File: src/rtl/sprite_buf_pkg.sv
// Shared definitions for the sprite buffer writer: FSM state encoding,
// default geometry and a constant-coefficient row-base helper.
package sprite_buf_pkg;

  localparam int unsigned DEF_IMG_W  = 80;
  localparam int unsigned DEF_IMG_H  = 80;
  localparam int unsigned DEF_ADDR_W = 17;
  localparam int unsigned DEF_DATA_W = 12;
  localparam int unsigned OFF_W      = 10;  // width of the x/y origin inputs

  typedef enum logic [1:0] {
    ST_IDLE = 2'd0,
    ST_FILL = 2'd1,
    ST_DONE = 2'd2
  } state_e;

  // Row base y*k for a constant k, written as a shift-add over the bits of y.
  // With k fixed at elaboration this reduces to a handful of adders; it is
  // evaluated once per frame, when the origin is latched.
  function automatic logic [31:0] const_mul(input logic [OFF_W-1:0] y,
                                            input int unsigned     k);
    logic [31:0] acc;
    acc = '0;
    for (int i = 0; i < int'(OFF_W); i++) begin
      if (y[i]) acc = acc + (32'(k) << i);
    end
    return acc;
  endfunction

endpackage

File: src/rtl/sprite_buf_writer_if.sv
// Control, pixel-stream and RAM write-port signals of the sprite buffer writer.
interface sprite_buf_writer_if
  import sprite_buf_pkg::*;
#(
  parameter int unsigned DATA_W = DEF_DATA_W,
  parameter int unsigned ADDR_W = DEF_ADDR_W
);

  // frame control
  logic              start;
  logic [OFF_W-1:0]  x_off;
  logic [OFF_W-1:0]  y_off;
  logic              busy;
  logic              done;
  logic              err;

  // pixel stream
  logic              in_valid;
  logic              in_ready;
  logic [DATA_W-1:0] in_data;
  logic              in_last;

  // RAM write port
  logic              wr_en;
  logic [ADDR_W-1:0] wr_addr;
  logic [DATA_W-1:0] wr_data;

  // Source side: loader / generator / testbench.
  modport master (
    output start, x_off, y_off, in_valid, in_data, in_last,
    input  busy, done, err, in_ready, wr_en, wr_addr, wr_data
  );

  // Writer side.
  modport slave (
    input  start, x_off, y_off, in_valid, in_data, in_last,
    output busy, done, err, in_ready, wr_en, wr_addr, wr_data
  );

endinterface

File: src/rtl/sprite_buf_writer_wrap_counter.sv
// Modulo-MAX up counter with synchronous clear and load. wrap flags the
// step that takes the count from MAX-1 back to 0.
module wrap_counter #(
  parameter  int unsigned MAX = 80,
  localparam int unsigned CW  = (MAX > 1) ? $clog2(MAX) : 1
) (
  input  logic          clk,
  input  logic          rst_n,
  input  logic          en,
  input  logic          clr,
  input  logic          load,
  input  logic [CW-1:0] value,
  output logic [CW-1:0] count,
  output logic          wrap
);

  logic at_top;

  assign at_top = (count == CW'(MAX - 1));
  assign wrap   = en && at_top;

  // Count register: clear beats load beats increment.
  always_ff @(posedge clk or negedge rst_n) begin
    // NOTE: clocked state is always assigned with <= so every register in the
    // design samples the same pre-edge values, independent of block order.
    if (!rst_n) begin
      count <= '0;
    end else if (clr) begin
      count <= '0;
    end else if (load) begin
      count <= value;
    end else if (en) begin
      count <= at_top ? '0 : count + CW'(1);
    end
  end

endmodule

File: src/rtl/sprite_buf_writer.sv
// Raster-order writer for an offset-addressed W x H frame buffer. Stream
// pixel (c, r) is written to ((c+x0) mod W) + W*((r+y0) mod H). The column
// term is one conditional subtract; the row term is an incrementally
// advanced row base, so no multiplier or divider sits in the per-beat path.
module sprite_buf_writer
  import sprite_buf_pkg::*;
#(
  parameter int unsigned IMG_W  = DEF_IMG_W,
  parameter int unsigned IMG_H  = DEF_IMG_H,
  parameter int unsigned ADDR_W = DEF_ADDR_W,
  parameter int unsigned DATA_W = DEF_DATA_W
) (
  input logic               clk,
  input logic               rst_n,
  sprite_buf_writer_if.slave bus
);

  localparam int unsigned CXW = (IMG_W > 1) ? $clog2(IMG_W) : 1;
  localparam int unsigned RYW = (IMG_H > 1) ? $clog2(IMG_H) : 1;

  localparam logic [1:0] S_IDLE = ST_IDLE;
  localparam logic [1:0] S_FILL = ST_FILL;
  localparam logic [1:0] S_DONE = ST_DONE;

  logic [1:0]        state;
  logic              err_q;

  // latched origin and running row base
  logic [CXW-1:0]    x0;
  logic [RYW-1:0]    y0;
  logic [ADDR_W-1:0] rb;

  // counters
  logic [CXW-1:0]    cx;
  logic [RYW-1:0]    ry;
  logic              cx_wrap;
  logic              ry_wrap;

  // per-beat decode
  logic              take_start;
  logic              accept;
  logic              frame_end;
  logic              x_ok;
  logic              y_ok;
  logic [CXW:0]      x_sum;
  logic [CXW:0]      xw;
  logic [RYW:0]      y_sum;
  logic [RYW:0]      yw;
  logic [ADDR_W-1:0] addr;

  // registered outputs
  logic              wr_en_q;
  logic [ADDR_W-1:0] wr_addr_q;
  logic [DATA_W-1:0] wr_data_q;

  assign take_start = (state == S_IDLE) && bus.start;
  assign accept     = (state == S_FILL) && bus.in_valid;
  assign frame_end  = ry_wrap;  // column and row both at their last value

  assign x_ok = (32'(bus.x_off) < 32'(IMG_W));
  assign y_ok = (32'(bus.y_off) < 32'(IMG_H));

  // Column and row coordinates in buffer space: each is one conditional subtract.
  always_comb begin
    // NOTE: every combinational output gets a value before any branch, so no
    // path can leave it unassigned and infer a latch.
    x_sum = {1'b0, cx} + {1'b0, x0};
    xw    = x_sum;
    if (x_sum >= (CXW+1)'(IMG_W)) xw = x_sum - (CXW+1)'(IMG_W);
    y_sum = {1'b0, ry} + {1'b0, y0};
    yw    = y_sum;
    if (y_sum >= (RYW+1)'(IMG_H)) yw = y_sum - (RYW+1)'(IMG_H);
    addr  = ADDR_W'(xw) + rb;
  end

  wrap_counter #(.MAX(IMG_W)) u_cx (
    .clk   (clk),
    .rst_n (rst_n),
    .en    (accept),
    .clr   (take_start),
    .load  (1'b0),
    .value ('0),
    .count (cx),
    .wrap  (cx_wrap)
  );

  wrap_counter #(.MAX(IMG_H)) u_ry (
    .clk   (clk),
    .rst_n (rst_n),
    .en    (cx_wrap),
    .clr   (take_start),
    .load  (1'b0),
    .value ('0),
    .count (ry),
    .wrap  (ry_wrap)
  );

  // Frame sequencing and the sticky error flag.
  always_ff @(posedge clk or negedge rst_n) begin
    if (!rst_n) begin
      state <= S_IDLE;
      err_q <= 1'b0;
    end else begin
      case (state)
        S_IDLE: begin
          if (bus.start) begin
            state <= S_FILL;
            err_q <= !(x_ok && y_ok);
          end
        end
        S_FILL: begin
          if (accept && (frame_end || bus.in_last)) begin
            state <= S_DONE;
            // last flag missing on the final pixel, or present too early
            if (frame_end != bus.in_last) err_q <= 1'b1;
          end
        end
        S_DONE:  state <= S_IDLE;
        default: state <= S_IDLE;
      endcase
    end
  end

  // Origin latch and row base: seeded at start, +IMG_W at each row end,
  // back to 0 when the buffer row being left is the last one.
  always_ff @(posedge clk or negedge rst_n) begin
    if (!rst_n) begin
      x0 <= '0;
      y0 <= '0;
      rb <= '0;
    end else if (take_start) begin
      x0 <= x_ok ? CXW'(bus.x_off) : '0;
      y0 <= y_ok ? RYW'(bus.y_off) : '0;
      rb <= y_ok ? ADDR_W'(const_mul(bus.y_off, IMG_W)) : '0;
    end else if (cx_wrap) begin
      rb <= (yw == (RYW+1)'(IMG_H - 1)) ? '0 : rb + ADDR_W'(IMG_W);
    end
  end

  // RAM write port: one-cycle registered copy of each accepted beat.
  always_ff @(posedge clk or negedge rst_n) begin
    if (!rst_n) begin
      wr_en_q   <= 1'b0;
      wr_addr_q <= '0;
      wr_data_q <= '0;
    end else begin
      wr_en_q <= accept;
      if (accept) begin
        wr_addr_q <= addr;
        wr_data_q <= bus.in_data;
      end
    end
  end

  assign bus.in_ready = (state == S_FILL);
  assign bus.busy     = (state != S_IDLE);
  assign bus.done     = (state == S_DONE);
  assign bus.err      = err_q;
  assign bus.wr_en    = wr_en_q;
  assign bus.wr_addr  = wr_addr_q;
  assign bus.wr_data  = wr_data_q;

endmodule

File: src/flat_wrapper.sv
// flat-port wrapper written by rule: the top's interface ports become plain ports
module sprite_buf_writer_flat import sprite_buf_pkg::*;
#(
  parameter int unsigned IMG_W  = DEF_IMG_W,
  parameter int unsigned IMG_H  = DEF_IMG_H,
  parameter int unsigned ADDR_W = DEF_ADDR_W,
  parameter int unsigned DATA_W = DEF_DATA_W
)
  (clk, rst_n, bus_start, bus_x_off, bus_y_off, bus_in_valid, bus_in_data, bus_in_last, bus_busy, bus_done, bus_err, bus_in_ready, bus_wr_en, bus_wr_addr, bus_wr_data);
  sprite_buf_writer_if #(.DATA_W(DATA_W), .ADDR_W(ADDR_W)) bus_i ();
  input logic clk;
  input logic rst_n;
  input wire logic [$bits(bus_i.start)-1:0] bus_start;
  input wire logic [$bits(bus_i.x_off)-1:0] bus_x_off;
  input wire logic [$bits(bus_i.y_off)-1:0] bus_y_off;
  input wire logic [$bits(bus_i.in_valid)-1:0] bus_in_valid;
  input wire logic [$bits(bus_i.in_data)-1:0] bus_in_data;
  input wire logic [$bits(bus_i.in_last)-1:0] bus_in_last;
  output wire logic [$bits(bus_i.busy)-1:0] bus_busy;
  output wire logic [$bits(bus_i.done)-1:0] bus_done;
  output wire logic [$bits(bus_i.err)-1:0] bus_err;
  output wire logic [$bits(bus_i.in_ready)-1:0] bus_in_ready;
  output wire logic [$bits(bus_i.wr_en)-1:0] bus_wr_en;
  output wire logic [$bits(bus_i.wr_addr)-1:0] bus_wr_addr;
  output wire logic [$bits(bus_i.wr_data)-1:0] bus_wr_data;
  assign bus_i.start = bus_start;
  assign bus_i.x_off = bus_x_off;
  assign bus_i.y_off = bus_y_off;
  assign bus_i.in_valid = bus_in_valid;
  assign bus_i.in_data = bus_in_data;
  assign bus_i.in_last = bus_in_last;
  assign bus_busy = bus_i.busy;
  assign bus_done = bus_i.done;
  assign bus_err = bus_i.err;
  assign bus_in_ready = bus_i.in_ready;
  assign bus_wr_en = bus_i.wr_en;
  assign bus_wr_addr = bus_i.wr_addr;
  assign bus_wr_data = bus_i.wr_data;
  sprite_buf_writer #(.IMG_W(IMG_W), .IMG_H(IMG_H), .ADDR_W(ADDR_W), .DATA_W(DATA_W)) u_core (.clk(clk), .rst_n(rst_n), .bus(bus_i));
endmodule
File: config.mk
export PLATFORM = sky130hd
export DESIGN_NAME = sprite_buf_writer_flat
export DESIGN_NICKNAME = d
export VERILOG_FILES = /design/src/rtl/sprite_buf_pkg.sv /design/src/rtl/sprite_buf_writer_if.sv /design/src/rtl/sprite_buf_writer_wrap_counter.sv /design/src/rtl/sprite_buf_writer.sv /design/src/flat_wrapper.sv
export SDC_FILE = /design/constraint.sdc
export NUM_CORES = 1
export LEC_CHECK = 0
export CAP_MARGIN = 30
export CORE_AREA = 2 2 119 75
export DETAILED_ROUTE_END_ITERATION = 6
export DIE_AREA = 0 0 121 77
export PLACE_DENSITY = 0.91
export SLEW_MARGIN = 20
export SYNTH_ARGS = -nofsm -noshare
export SYNTH_HDL_FRONTEND = slang
export SYNTH_SLANG_ARGS = --single-unit
File: constraint.sdc
create_clock -name clk -period 11.7 [get_ports clk]
set_input_delay 2.34 -clock clk [delete_from_list [all_inputs] [get_ports clk]]
set_output_delay 2.34 -clock clk [all_outputs]
set_load 0.005 [all_outputs]
==> flow_summary.toml <==
[run_status]
status = "finished, final reports clean"

[logic_synthesis]
synth_nets = 624
yosysWarnings = 0
synth_flop_cell = "dfrtp_1"
syn_area_um2 = 4750
synth_area_per_cell_um2 = 8.604
async_reset_ff_share_pct = 100.0
ys_seq_elements = 74
synth_edf_count = 0
ys_seq_area_share_pct = 38.99
syn_inst = 552
synth_cell_types = 62

[place]
routabilityCongestion = 0.8914
dp.cells = 713
hpwlAfterDp_mm = 8.336
placed_cell_area_um2 = 5500
place_ws_ns = 5.545
port_buffers = 70

[worst_setup_path]
reg2regPathDepth = 20
rr_endpoint = "u_core.bus.wr_addr[9]"
crit_arrival_ns = 6.04
crit_required_ns = 11.92
start_kind = "input port"
worstSetupPathType = "input port to flip-flop"
cp-end-kind = "flip-flop"
regToRegStartpoint = "u_core.u_cx.count[1]"
path_max_fanout = 4
r2r_slack_ns = 7.07

[cells_and_area]
final_cell_count_no_fill = 730
drive_gt1_share_pct = 5.987
layout.nets = 685
synthToLayoutAreaGrowth_pct = 23.37
diodes = 0
fin_area_um2 = 5859
fillers = 586

[timing]
fin_ws_ns = 5.883
fin_hold_ws_ns = 0.4721
fin_crit_sh_pct = 49.72
final_max_slew_viol_count = 0
max_freq_mhz = 171.9
hold_viol_final = 0
rsz0062_at_grt = "false"
fin_crit_ns = 5.817
skew_ns = 0.005500
setup_viol = 0
worst_slew_pin_slew_ns = 0.8675
fin_setup_tns_ns = 0
relSlewSlack_pct = 42.03

[worst_hold_path]
worst_hold_path.endpoint = "u_core.bus.wr_data[2]"
worstHoldStart = "u_core.bus.wr_data[2]"
hold_path_depth = 2
min_path_type = "flip-flop to flip-flop"

[floorplanning]
initial_core_util_pct = 57.71
pin_count = 71
core_area_um2 = 8230
die_area_um2 = 9317
rows = 26
fp.dieH_um = 77
die_x_um = 121

[detailed_routing]
first_pass_iters = 5
drt_wl_total_mm = 11.96
via_per_inst = 5.896
wl_per_cell_um = 16.39
drc = 0
drt_iter0_drc = 366
final_antenna_net_count = 0
dr_total_vias = 4304

[clock_network]
numCtsBuffers = 9
cts-resized-gates = 0
hold_buffers = 0
clk_path_buf_depth = 2
cts_tree = "yes"
cts_sinks = 74
cts_setup_buffers = 0
path_clk_slew_ns = 0.06
cts-root-buf = "clkbuf_16"
htreeDepth = 3
worst_skew_pair.late_latency_ns = 0.34

[power_and_ir_drop]
vdd_drop_max_mv = 0.09331
power_density_nw_per_um2 = 183.7
leakage_nw = 2.736

[global_routing]
grt_overflow = 0
grt_first_pass_wirelength_mm = 20.66
track_usage_pct = 27.53
grt_max_degree = 75
antenna_found_initial = 0
grt_pass1_vias = 4169

[run]
drv_cap = 0
-- cells by family (layout without fill, tap and decap cells) --
| group | Yosys count | count (layout) | share of synthesized area (%) |
|---|---|---|---|
| mux | 7 | 7 | 1.554 |
| flops | 74 | 74 | 38.99 |
| compound gates | 119 | 119 | 16.46 |
| fa+ha+maj | 35 | 35 | 9.536 |
| buf+inv | 39 | 105 | 3.477 |
| simple gates | 244 | 244 | 23.82 |
| other cells | 1 | 1 | 0.07895 |
| xor+xnor | 33 | 33 | 6.085 |
-- cell usage after synthesis, types with 6 or more instances --
cell / number / area share [%]
a21o_1: 10 / 1.6
a21oi_1: 31 / 3.3
and3_1: 6 / 0.79
clkbuf_1: 17 / 1.3
dfrtp_1: 74 / 39
ha_1: 33 / 8.7
inv_1: 13 / 1.0
nand2_1: 115 / 9.1
nand2b_1: 6 / 0.79
nand3_1: 22 / 2.3
nor2_1: 42 / 3.3
nor2b_1: 18 / 2.4
nor3_1: 7 / 0.74
o21ai_0: 35 / 3.7
xnor2_1: 21 / 3.9
xor2_1: 12 / 2.2
-- cell usage in the layout, fill, tap and decap left out, types with 7 or more instances in the layout --
cell type / count
clkdlybuf4s50_1: 69
nand3_1: 22
xor2_1: 12
xnor2_1: 21
ha_1: 33
a21oi_1: 31
nand2_1: 115
nor3_1: 7
o21ai_0: 35
clkbuf_16: 9
nor2_1: 42
a21o_1: 10
inv_1: 13
nor2b_1: 18
dfrtp_1: 74
-- state kept, by name (all words and copies together) (netlist names) --
| register | cells |
|---|---|
| u_core.state | 2 |
| u_core.u_ry.count | 7 |
| u_core.bus.err | 1 |
| u_core.bus.wr_en | 1 |
| u_core.bus.wr_addr | 17 |
| u_core.x0 | 7 |
| u_core.y0 | 7 |
| u_core.u_cx.count | 7 |
| u_core.bus.wr_data | 12 |
| u_core.rb | 13 |
-- area by class of cell --
| class | count | area (µm²) | area share (%) |
|---|---|---|---|
| Tap cell | 112 | 140.1 | 2.392 |
| Inverter | 14 | 52.55 | 0.8969 |
| Multi-Input combinational cell | 439 | 2733 | 46.64 |
| Clock inverter | 4 | 72.57 | 1.239 |
| Sequential cell | 74 | 1852 | 31.60 |
| Clock buffer | 12 | 266.5 | 4.548 |
| Timing Repair Buffer | 75 | 743.2 | 12.68 |
-- worst max-delay path, stage by stage --
cell and delay (ns):
clkdlybuf4s50_1 0.54, ha_1 0.25, mux2_2 0.29, ha_1 0.29, mux2_2 0.30, ha_1 0.20, nand2b_1 0.15, xnor2_1 0.28
ha_1 0.28, mux2i_1 0.22, inv_1 0.08, ha_1 0.26, mux2_2 0.26, a221o_1 0.31
-- worst max-delay path by stage --
stage,slack [ns],cells after the start,from,end
final,5.88,14,bus_y_off[0],u_core.rb[11]
after global routing,5.64,14,bus_y_off[0],u_core.rb[11]
after CTS,5.88,14,bus_y_off[0],u_core.rb[11]
after detailed placement,5.55,14,bus_y_off[0],u_core.rb[11]
after global placement,5.65,14,bus_y_off[0],u_core.rb[11]
after floorplan,6.26,13,bus_y_off[0],u_core.rb[11]
-- per-layer routing --
| metal | part of all wire (%) | up-vias | track usage [%] |
|---|---|---|---|
| li1 | - | 2025 | - |
| met3 | 8.4 | 22 | 7.068 |
| met1 | 45 | 2065 | 39.10 |
| met5 | 0 | - | 0 |
| met4 | 1.2 | 0 | 4.767 |
| met2 | 45 | 192 | 43.15 |
-- stage by stage --
step	power (mW)	utilization, %
detailed placement	0.7596	66.83
CTS	1.074	70.95
global route	1.143	71.19
global placement	0.7420	66.77
floorplan	0.5911	-
finish	1.076	71.19
-- where the power goes --
| group | internal (mW) | switching [mW] |
|---|---|---|
| Clock | 0.204 | 0.107 |
| Sequential | 0.321 | 0.0574 |
| Combinational | 0.187 | 0.200 |
Note: power is estimated with default switching activity, not from simulation.
